<file path="config.mk">
export PLATFORM = sky130hd
export DESIGN_NAME = id_ex_stage
export DESIGN_NICKNAME = d
export VERILOG_FILES = /design/src/rtl/core_pkg.sv /design/src/rtl/fwd_mux.sv /design/src/rtl/id_ex_stage.sv
export SDC_FILE = /design/constraint.sdc
export NUM_CORES = 1
export LEC_CHECK = 0
export BUFFER_PORTS_ARGS = -buffer_cell sky130_fd_sc_hd__buf_2
export CAP_MARGIN = 20
export CORE_MARGIN = 3
export CORE_UTILIZATION = 45
export CTS_CLUSTER_DIAMETER = 150
export DETAILED_ROUTE_END_ITERATION = 7
export GPL_ROUTABILITY_DRIVEN = 0
export PLACE_DENSITY = 0.86
export RECOVER_POWER = 50
export SYNTH_ARGS = -nofsm -noshare
export SYNTH_HDL_FRONTEND = slang
export SYNTH_HIERARCHICAL = 1
export SYNTH_SLANG_ARGS = --single-unit
export TNS_END_PERCENT = 100
</file>
<file path="constraint.sdc">
create_clock -name clk -period 3.6 [get_ports clk]
set_clock_uncertainty 0.1 [all_clocks]
set_input_delay 0.54 -clock clk [delete_from_list [all_inputs] [get_ports clk]]
set_output_delay 0.54 -clock clk [all_outputs]
set_load 0.02 [all_outputs]
</file>
<file path="src/rtl/core_pkg.sv">
// Shared widths, ALU opcodes and register constants for the 16-bit pipelined MIPS core.
package core_pkg;
    localparam int N    = 16;
    localparam int RA_W = 3;

    localparam logic [2:0] OP_ADD = 3'd0;
    localparam logic [2:0] OP_SUB = 3'd1;
    localparam logic [2:0] OP_AND = 3'd2;
    localparam logic [2:0] OP_OR  = 3'd3;
    localparam logic [2:0] OP_XOR = 3'd4;
    localparam logic [2:0] OP_GT  = 3'd5;
    localparam logic [2:0] OP_SHL = 3'd6;
    localparam logic [2:0] OP_SHR = 3'd7;

    localparam logic [RA_W-1:0] R0 = '0;
endpackage

</file>
<file path="src/rtl/fwd_mux.sv">
// Operand forwarding select: EX/MEM beats MEM/WB beats the registered register-file value.
module fwd_mux #(
    parameter int N    = core_pkg::N,
    parameter int RA_W = core_pkg::RA_W
) (
    input  logic [RA_W-1:0] src,
    input  logic [N-1:0]    reg_data,
    input  logic            exmem_reg_write,
    input  logic [RA_W-1:0] exmem_rd,
    input  logic [N-1:0]    exmem_result,
    input  logic            memwb_reg_write,
    input  logic [RA_W-1:0] memwb_rd,
    input  logic [N-1:0]    memwb_result,
    output logic [N-1:0]    fwd_data
);
    import core_pkg::*;

    logic hit_exmem;
    logic hit_memwb;

    // r0 is hardwired zero, so a write to it must never be forwarded
    assign hit_exmem = exmem_reg_write && (exmem_rd != R0) && (exmem_rd == src);
    assign hit_memwb = memwb_reg_write && (memwb_rd != R0) && (memwb_rd == src);

    always_comb begin
        fwd_data = reg_data;
        if (hit_exmem) begin
            fwd_data = exmem_result;
        end else if (hit_memwb) begin
            fwd_data = memwb_result;
        end
    end
endmodule

</file>
<file path="src/rtl/id_ex_stage.sv">
// ID/EX pipeline register with operand forwarding, load-use stall request and a saturating bubble counter.
module id_ex_stage #(
    parameter int N     = core_pkg::N,
    parameter int RA_W  = core_pkg::RA_W,
    parameter int CNT_W = 16
) (
    input  logic            clk,
    input  logic            rst_n,
    input  logic            stall,
    input  logic            flush,
    input  logic            id_valid,
    input  logic [2:0]      id_opcode,
    input  logic [N-1:0]    id_rs_data,
    input  logic [N-1:0]    id_rt_data,
    input  logic [N-1:0]    id_imm,
    input  logic            id_use_imm,
    input  logic            id_uses_rt,
    input  logic [RA_W-1:0] id_rs,
    input  logic [RA_W-1:0] id_rt,
    input  logic [RA_W-1:0] id_rd,
    input  logic            id_reg_write,
    input  logic            id_mem_read,
    input  logic            id_mem_write,
    input  logic            exmem_reg_write,
    input  logic [RA_W-1:0] exmem_rd,
    input  logic [N-1:0]    exmem_result,
    input  logic            memwb_reg_write,
    input  logic [RA_W-1:0] memwb_rd,
    input  logic [N-1:0]    memwb_result,
    output logic            ex_valid,
    output logic [2:0]      ex_opcode,
    output logic [N-1:0]    ex_a,
    output logic [N-1:0]    ex_b,
    output logic [N-1:0]    ex_store_data,
    output logic [RA_W-1:0] ex_rd,
    output logic            ex_reg_write,
    output logic            ex_mem_read,
    output logic            ex_mem_write,
    output logic            stall_req,
    output logic [CNT_W-1:0] bubble_cnt
);
    import core_pkg::*;

    logic             valid_q,     valid_d;
    logic [2:0]       opcode_q,    opcode_d;
    logic [N-1:0]     rs_data_q,   rs_data_d;
    logic [N-1:0]     rt_data_q,   rt_data_d;
    logic [N-1:0]     imm_q,       imm_d;
    logic             use_imm_q,   use_imm_d;
    logic [RA_W-1:0]  rs_q,        rs_d;
    logic [RA_W-1:0]  rt_q,        rt_d;
    logic [RA_W-1:0]  rd_q,        rd_d;
    logic             reg_write_q, reg_write_d;
    logic             mem_read_q,  mem_read_d;
    logic             mem_write_q, mem_write_d;
    logic [CNT_W-1:0] bubble_cnt_q, bubble_cnt_d;

    logic [N-1:0] fwd_rs;
    logic [N-1:0] fwd_rt;

    assign ex_mem_read = valid_q & mem_read_q;

    assign stall_req = ex_mem_read && (rd_q != R0) && id_valid &&
                       ((id_rs == rd_q) || (id_uses_rt && (id_rt == rd_q)));

    always_comb begin
        valid_d      = valid_q;
        opcode_d     = opcode_q;
        rs_data_d    = rs_data_q;
        rt_data_d    = rt_data_q;
        imm_d        = imm_q;
        use_imm_d    = use_imm_q;
        rs_d         = rs_q;
        rt_d         = rt_q;
        rd_d         = rd_q;
        reg_write_d  = reg_write_q;
        mem_read_d   = mem_read_q;
        mem_write_d  = mem_write_q;
        bubble_cnt_d = bubble_cnt_q;
        if (flush) begin
            valid_d = 1'b0;
        end else if (stall) begin
            valid_d = valid_q;
        end else if (stall_req) begin
            valid_d = 1'b0;
            if (bubble_cnt_q != {CNT_W{1'b1}}) begin
                bubble_cnt_d = bubble_cnt_q + 1'b1;
            end
        end else begin
            valid_d     = id_valid;
            opcode_d    = id_opcode;
            rs_data_d   = id_rs_data;
            rt_data_d   = id_rt_data;
            imm_d       = id_imm;
            use_imm_d   = id_use_imm;
            rs_d        = id_rs;
            rt_d        = id_rt;
            rd_d        = id_rd;
            reg_write_d = id_reg_write;
            mem_read_d  = id_mem_read;
            mem_write_d = id_mem_write;
        end
    end

    always_ff @(posedge clk or negedge rst_n) begin
        if (!rst_n) begin
            valid_q      <= 1'b0;
            opcode_q     <= OP_ADD;
            rs_data_q    <= '0;
            rt_data_q    <= '0;
            imm_q        <= '0;
            use_imm_q    <= 1'b0;
            rs_q         <= R0;
            rt_q         <= R0;
            rd_q         <= R0;
            reg_write_q  <= 1'b0;
            mem_read_q   <= 1'b0;
            mem_write_q  <= 1'b0;
            bubble_cnt_q <= '0;
        end else begin
            valid_q      <= valid_d;
            opcode_q     <= opcode_d;
            rs_data_q    <= rs_data_d;
            rt_data_q    <= rt_data_d;
            imm_q        <= imm_d;
            use_imm_q    <= use_imm_d;
            rs_q         <= rs_d;
            rt_q         <= rt_d;
            rd_q         <= rd_d;
            reg_write_q  <= reg_write_d;
            mem_read_q   <= mem_read_d;
            mem_write_q  <= mem_write_d;
            bubble_cnt_q <= bubble_cnt_d;
        end
    end

    fwd_mux #(.N(N), .RA_W(RA_W)) u_fwd_rs (
        .src             (rs_q),
        .reg_data        (rs_data_q),
        .exmem_reg_write (exmem_reg_write),
        .exmem_rd        (exmem_rd),
        .exmem_result    (exmem_result),
        .memwb_reg_write (memwb_reg_write),
        .memwb_rd        (memwb_rd),
        .memwb_result    (memwb_result),
        .fwd_data        (fwd_rs)
    );

    fwd_mux #(.N(N), .RA_W(RA_W)) u_fwd_rt (
        .src             (rt_q),
        .reg_data        (rt_data_q),
        .exmem_reg_write (exmem_reg_write),
        .exmem_rd        (exmem_rd),
        .exmem_result    (exmem_result),
        .memwb_reg_write (memwb_reg_write),
        .memwb_rd        (memwb_rd),
        .memwb_result    (memwb_result),
        .fwd_data        (fwd_rt)
    );

    assign ex_valid      = valid_q;
    assign ex_opcode     = opcode_q;
    assign ex_a          = fwd_rs;
    assign ex_b          = use_imm_q ? imm_q : fwd_rt;
    assign ex_store_data = fwd_rt;
    assign ex_rd         = rd_q;
    assign ex_reg_write  = valid_q & reg_write_q;
    assign ex_mem_write  = valid_q & mem_write_q;
    assign bubble_cnt    = bubble_cnt_q;
endmodule

</file>
==> results.yml <==
global_route:
  grt_pass1_wl_mm: 22.2
  antenna_found_initial: 0
  grt_overflow: 0
  grt_pass1_vias: 4264
  grt_max_degree: 82
  gr-usage-all-layers: 0.245
worst_setup_path:
  cp-start-kind: "register"
  cp.required_ps: 2960
  r2r_cells: 6
  reg2reg_to: "rt_data_q[7]$_DFFE_PN0P_"
  cp_top_family: "compound AO/OA/AOI/OAI gates"
  path_max_fanout: 16
  crit_type: "reg -> out"
  path_buf_inv: 1
  startpoint: "rt_q[2]$_DFFE_PN0P_"
  reg2reg_setup_slack_ps: 710
  crit_path_end_kind: "output port"
  rr_startpoint: "ex_rd[0]$_DFFE_PN0P_"
  critPathArrivalTime_ps: 2710
  worst_path_largest_cell_delay_ps: 540
  endpoint: "ex_b[13]"
  cp_num_cells: 6
  path_cells: "xnor2_1 > nand4_1 > o21ai_0 > a31oi_2 > mux2_2 > buf_2"
  critPathSlowestCell: "nand4_1"
sta:
  fmax_ghz: 0.299
  setup_viol: 0
  period_needed_ps: 3350
  rsz0062_at_grt: "no"
  tightest_slew_ps: 1800
  slew_headroom: -0.203
  tns_ps: 0
  finalCritPeriodShare: 0.930
  hold_slack_ps: 307
  maxSlewViolCount: 35
  hold_viol: 0
die:
  start_util: 0.472
  rows: 36
  io_pins: 185
  fp.coreArea_sq_um: 9950
  die_area_sq_um: 11700
  die_h_um: 108
  die_w_um: 108
drt:
  firstDrtPassIters: 5
  drc: 0
  drt_iter0_drc: 250
  wl_per_cell_um: 19.5
  viasPerCell: 5.71
  drtAntennaViolNets: 0
  num_vias: 4180
  routed_wl_mm: 14.3
power_and_ir_drop:
  p_leak_nw: 2.49
  seqPwrFrac: 0.406
  power_density_nw_per_um2: 470
  intPower_w: 0.00174
  p_switching_w: 0.000991
  clkPwrFrac: 0.246
  switching_share: 0.362
  p_comb_frac: 0.349
  peakVddDrop_uv: 213
run_status:
  violations: "capacitance limit, slew limit"
  status: "finished, violations left"
final_layout:
  diodes: 0
  nets: 705
  drive_above_1_share: 0.484
  fill_cells: 846
  layout.cells.non_filler: 732
  final_util: 0.585
  syn2layout_area_growth_pct: 24.0
  fin_area_sq_um: 5820
yosys:
  ys_warn_count: 6
  yosysSeqAreaShare: 0.432
  synth.cell_area_sq_um: 4690
  syn_inst: 420
  synth_cell_types: 39
  yosys.area.top_type: "dfrtp_1"
  synthTopCellsByArea: "dfrtp_1 43%, mux2_2 18%, a31oi_2 5.3%"
  ys_ff_latch: 81
  syn_avg_cell_area_sq_um: 11.2
  syn_nets: 531
  netlist.area_leader.share: 0.432
clocking:
  postCtsSetupBuffers: 0
  clock_sinks: 81
  numCtsBuffers: 9
  clk_latency_ps: 360
  clock_tree.root_cell: "clkbuf_8"
  clk_pin_slew_ps: 80
  cts_tree: "done"
  clockBufferDepth: 2
  cts_hold_buf: 0
  cts-htree-levels: 3
  cts_resized: 0
placement:
  placed_area_sq_um: 5660
  dpl.hpwl_mm: 10.8
  post-place-cells: 715
  port_buffers: 184
flow_run:
  max_cap_violations: 1
hold_path:
  hp-start: "id_rs_data[3]"
  hp-class: "in -> reg"
## per-layer routing
metal / routed length, um / share of wire / vias up / track usage
met5: 0 / 0 / - / 0
met4: 454 / 0.032 / 0 / 0.120
met3: 1200 / 0.084 / 48 / 0.0537
met2: 6830 / 0.48 / 217 / 0.397
met1: 5790 / 0.41 / 1994 / 0.310
li1: - / - / 1921 / -
## registers in the layout, indices dropped and copies added, names as in the netlist
signal / cells
rs_q: 3
imm_q: 16
use_imm_q: 1
rs_data_q: 16
rt_data_q: 16
bubble_cnt: 16
ex_rd: 3
ex_valid: 1
reg_write_q: 1
ex_opcode: 3
mem_read_q: 1
rt_q: 3
mem_write_q: 1
## worst register-to-register path, cell delays in order (launching register included)
cell,delay [ps]
dfrtp_1,480
o311ai_0,710
a21o_1,440
inv_2,100
nor3_4,160
buf_12,330
mux2_2,450
## metrics by stage
| step | power, W | setup WS (ps) |
|---|---|---|
| finish | 0.00274 | 252 |
| global route | 0.00288 | 30.1 |
| CTS | 0.00276 | 195 |
| detailed placement | 0.00208 | 443 |
| global placement | 0.00205 | 658 |
| floorplan | 0.00173 | 876 |
## worst min-delay path by stage
stage                                 to  slack (ps)  depth (start not counted)
3_5_place_dp     reg_write_q$_DFFE_PN0P_         390                          1
2_1_floorplan  bubble_cnt[0]$_DFFE_PN0P_         140                          0
3_3_place_gp     reg_write_q$_DFFE_PN0P_         360                          1
5_1_grt         rs_data_q[3]$_DFFE_PN0P_         300                          2
6_report        rs_data_q[3]$_DFFE_PN0P_         310                          2
4_1_cts          reg_write_q$_DFFE_PN0P_         290                          2
## cells in the final DEF, fill, tap and decap left out, types with 3 or more instances in the layout
| cell | Yosys | routed |
|---|---|---|
| nor4_1 | 9 | 9 |
| mux2_1 | 5 | 5 |
| mux2_2 | 77 | 77 |
| xnor2_1 | 15 | 15 |
| buf_4 | 0 | 4 |
| clkbuf_1 | 12 | 28 |
| o21ai_0 | 32 | 32 |
| nor3_1 | 36 | 36 |
| nand2b_1 | 6 | 6 |
| a31oi_1 | 12 | 12 |
| nand4_1 | 8 | 8 |
| nand3_1 | 37 | 37 |
| clkbuf_8 | 0 | 10 |
| dfrtp_1 | 81 | 81 |
| a31oi_2 | 20 | 20 |
| o21ba_2 | 4 | 4 |
| inv_1 | 3 | 3 |
| nand2_1 | 8 | 8 |
| buf_2 | 4 | 158 |
| xor2_1 | 11 | 11 |
## cell usage after synthesis (all sizes together)
library cell,number
a21o,1
o22ai,2
nand2b,6
mux2,82
and4bb,1
and2,3
clkbuf,12
nor3,37
nand3b,1
o21ba,6
nand2,8
buf,16
xor2,11
o22a,2
or3b,1
o21ai,32
nor4,9
o311ai,1
or3,1
inv,4
xnor2,15
nor2,2
a2111oi,1
nand3,37
and4,2
nand4,8
dfrtp,81
a31oi,32
a21oi,1
ha,1
or2,2
o2111ai,2
## logic make-up after synthesis
group           count (synthesis)  synth area share
compound gates                 80             0.140
xor+xnor                       26            0.0485
fa+ha+maj                       1           0.00266
buf+inv                        32            0.0426
flops                          81             0.432
mux                            82             0.197
simple gates                  118             0.138
## area by class of cell
class / instances / area [sq um] / share of cell area
multi-input cells: 307 / 2470 / 0.424
flip-flops and latches: 81 / 2030 / 0.348
repair buffers: 191 / 947 / 0.163
well taps: 133 / 166 / 0.0286
clock buffers: 11 / 141 / 0.0243
clock inverters: 5 / 55.1 / 0.00946
inverters: 4 / 15.0 / 0.00258
## power by group through the flow
stage	Combinational (W)	Clock, W	Sequential (W)
final	0.000954	0.000672	0.00111
after global routing	0.00102	0.000729	0.00113
after CTS	0.000959	0.000692	0.00111
after detailed placement	0.000956	0	0.00113
after global placement	0.000929	0	0.00112
after floorplan	0.000634	0	0.00110
Note: power is estimated with default switching activity, not from simulation.
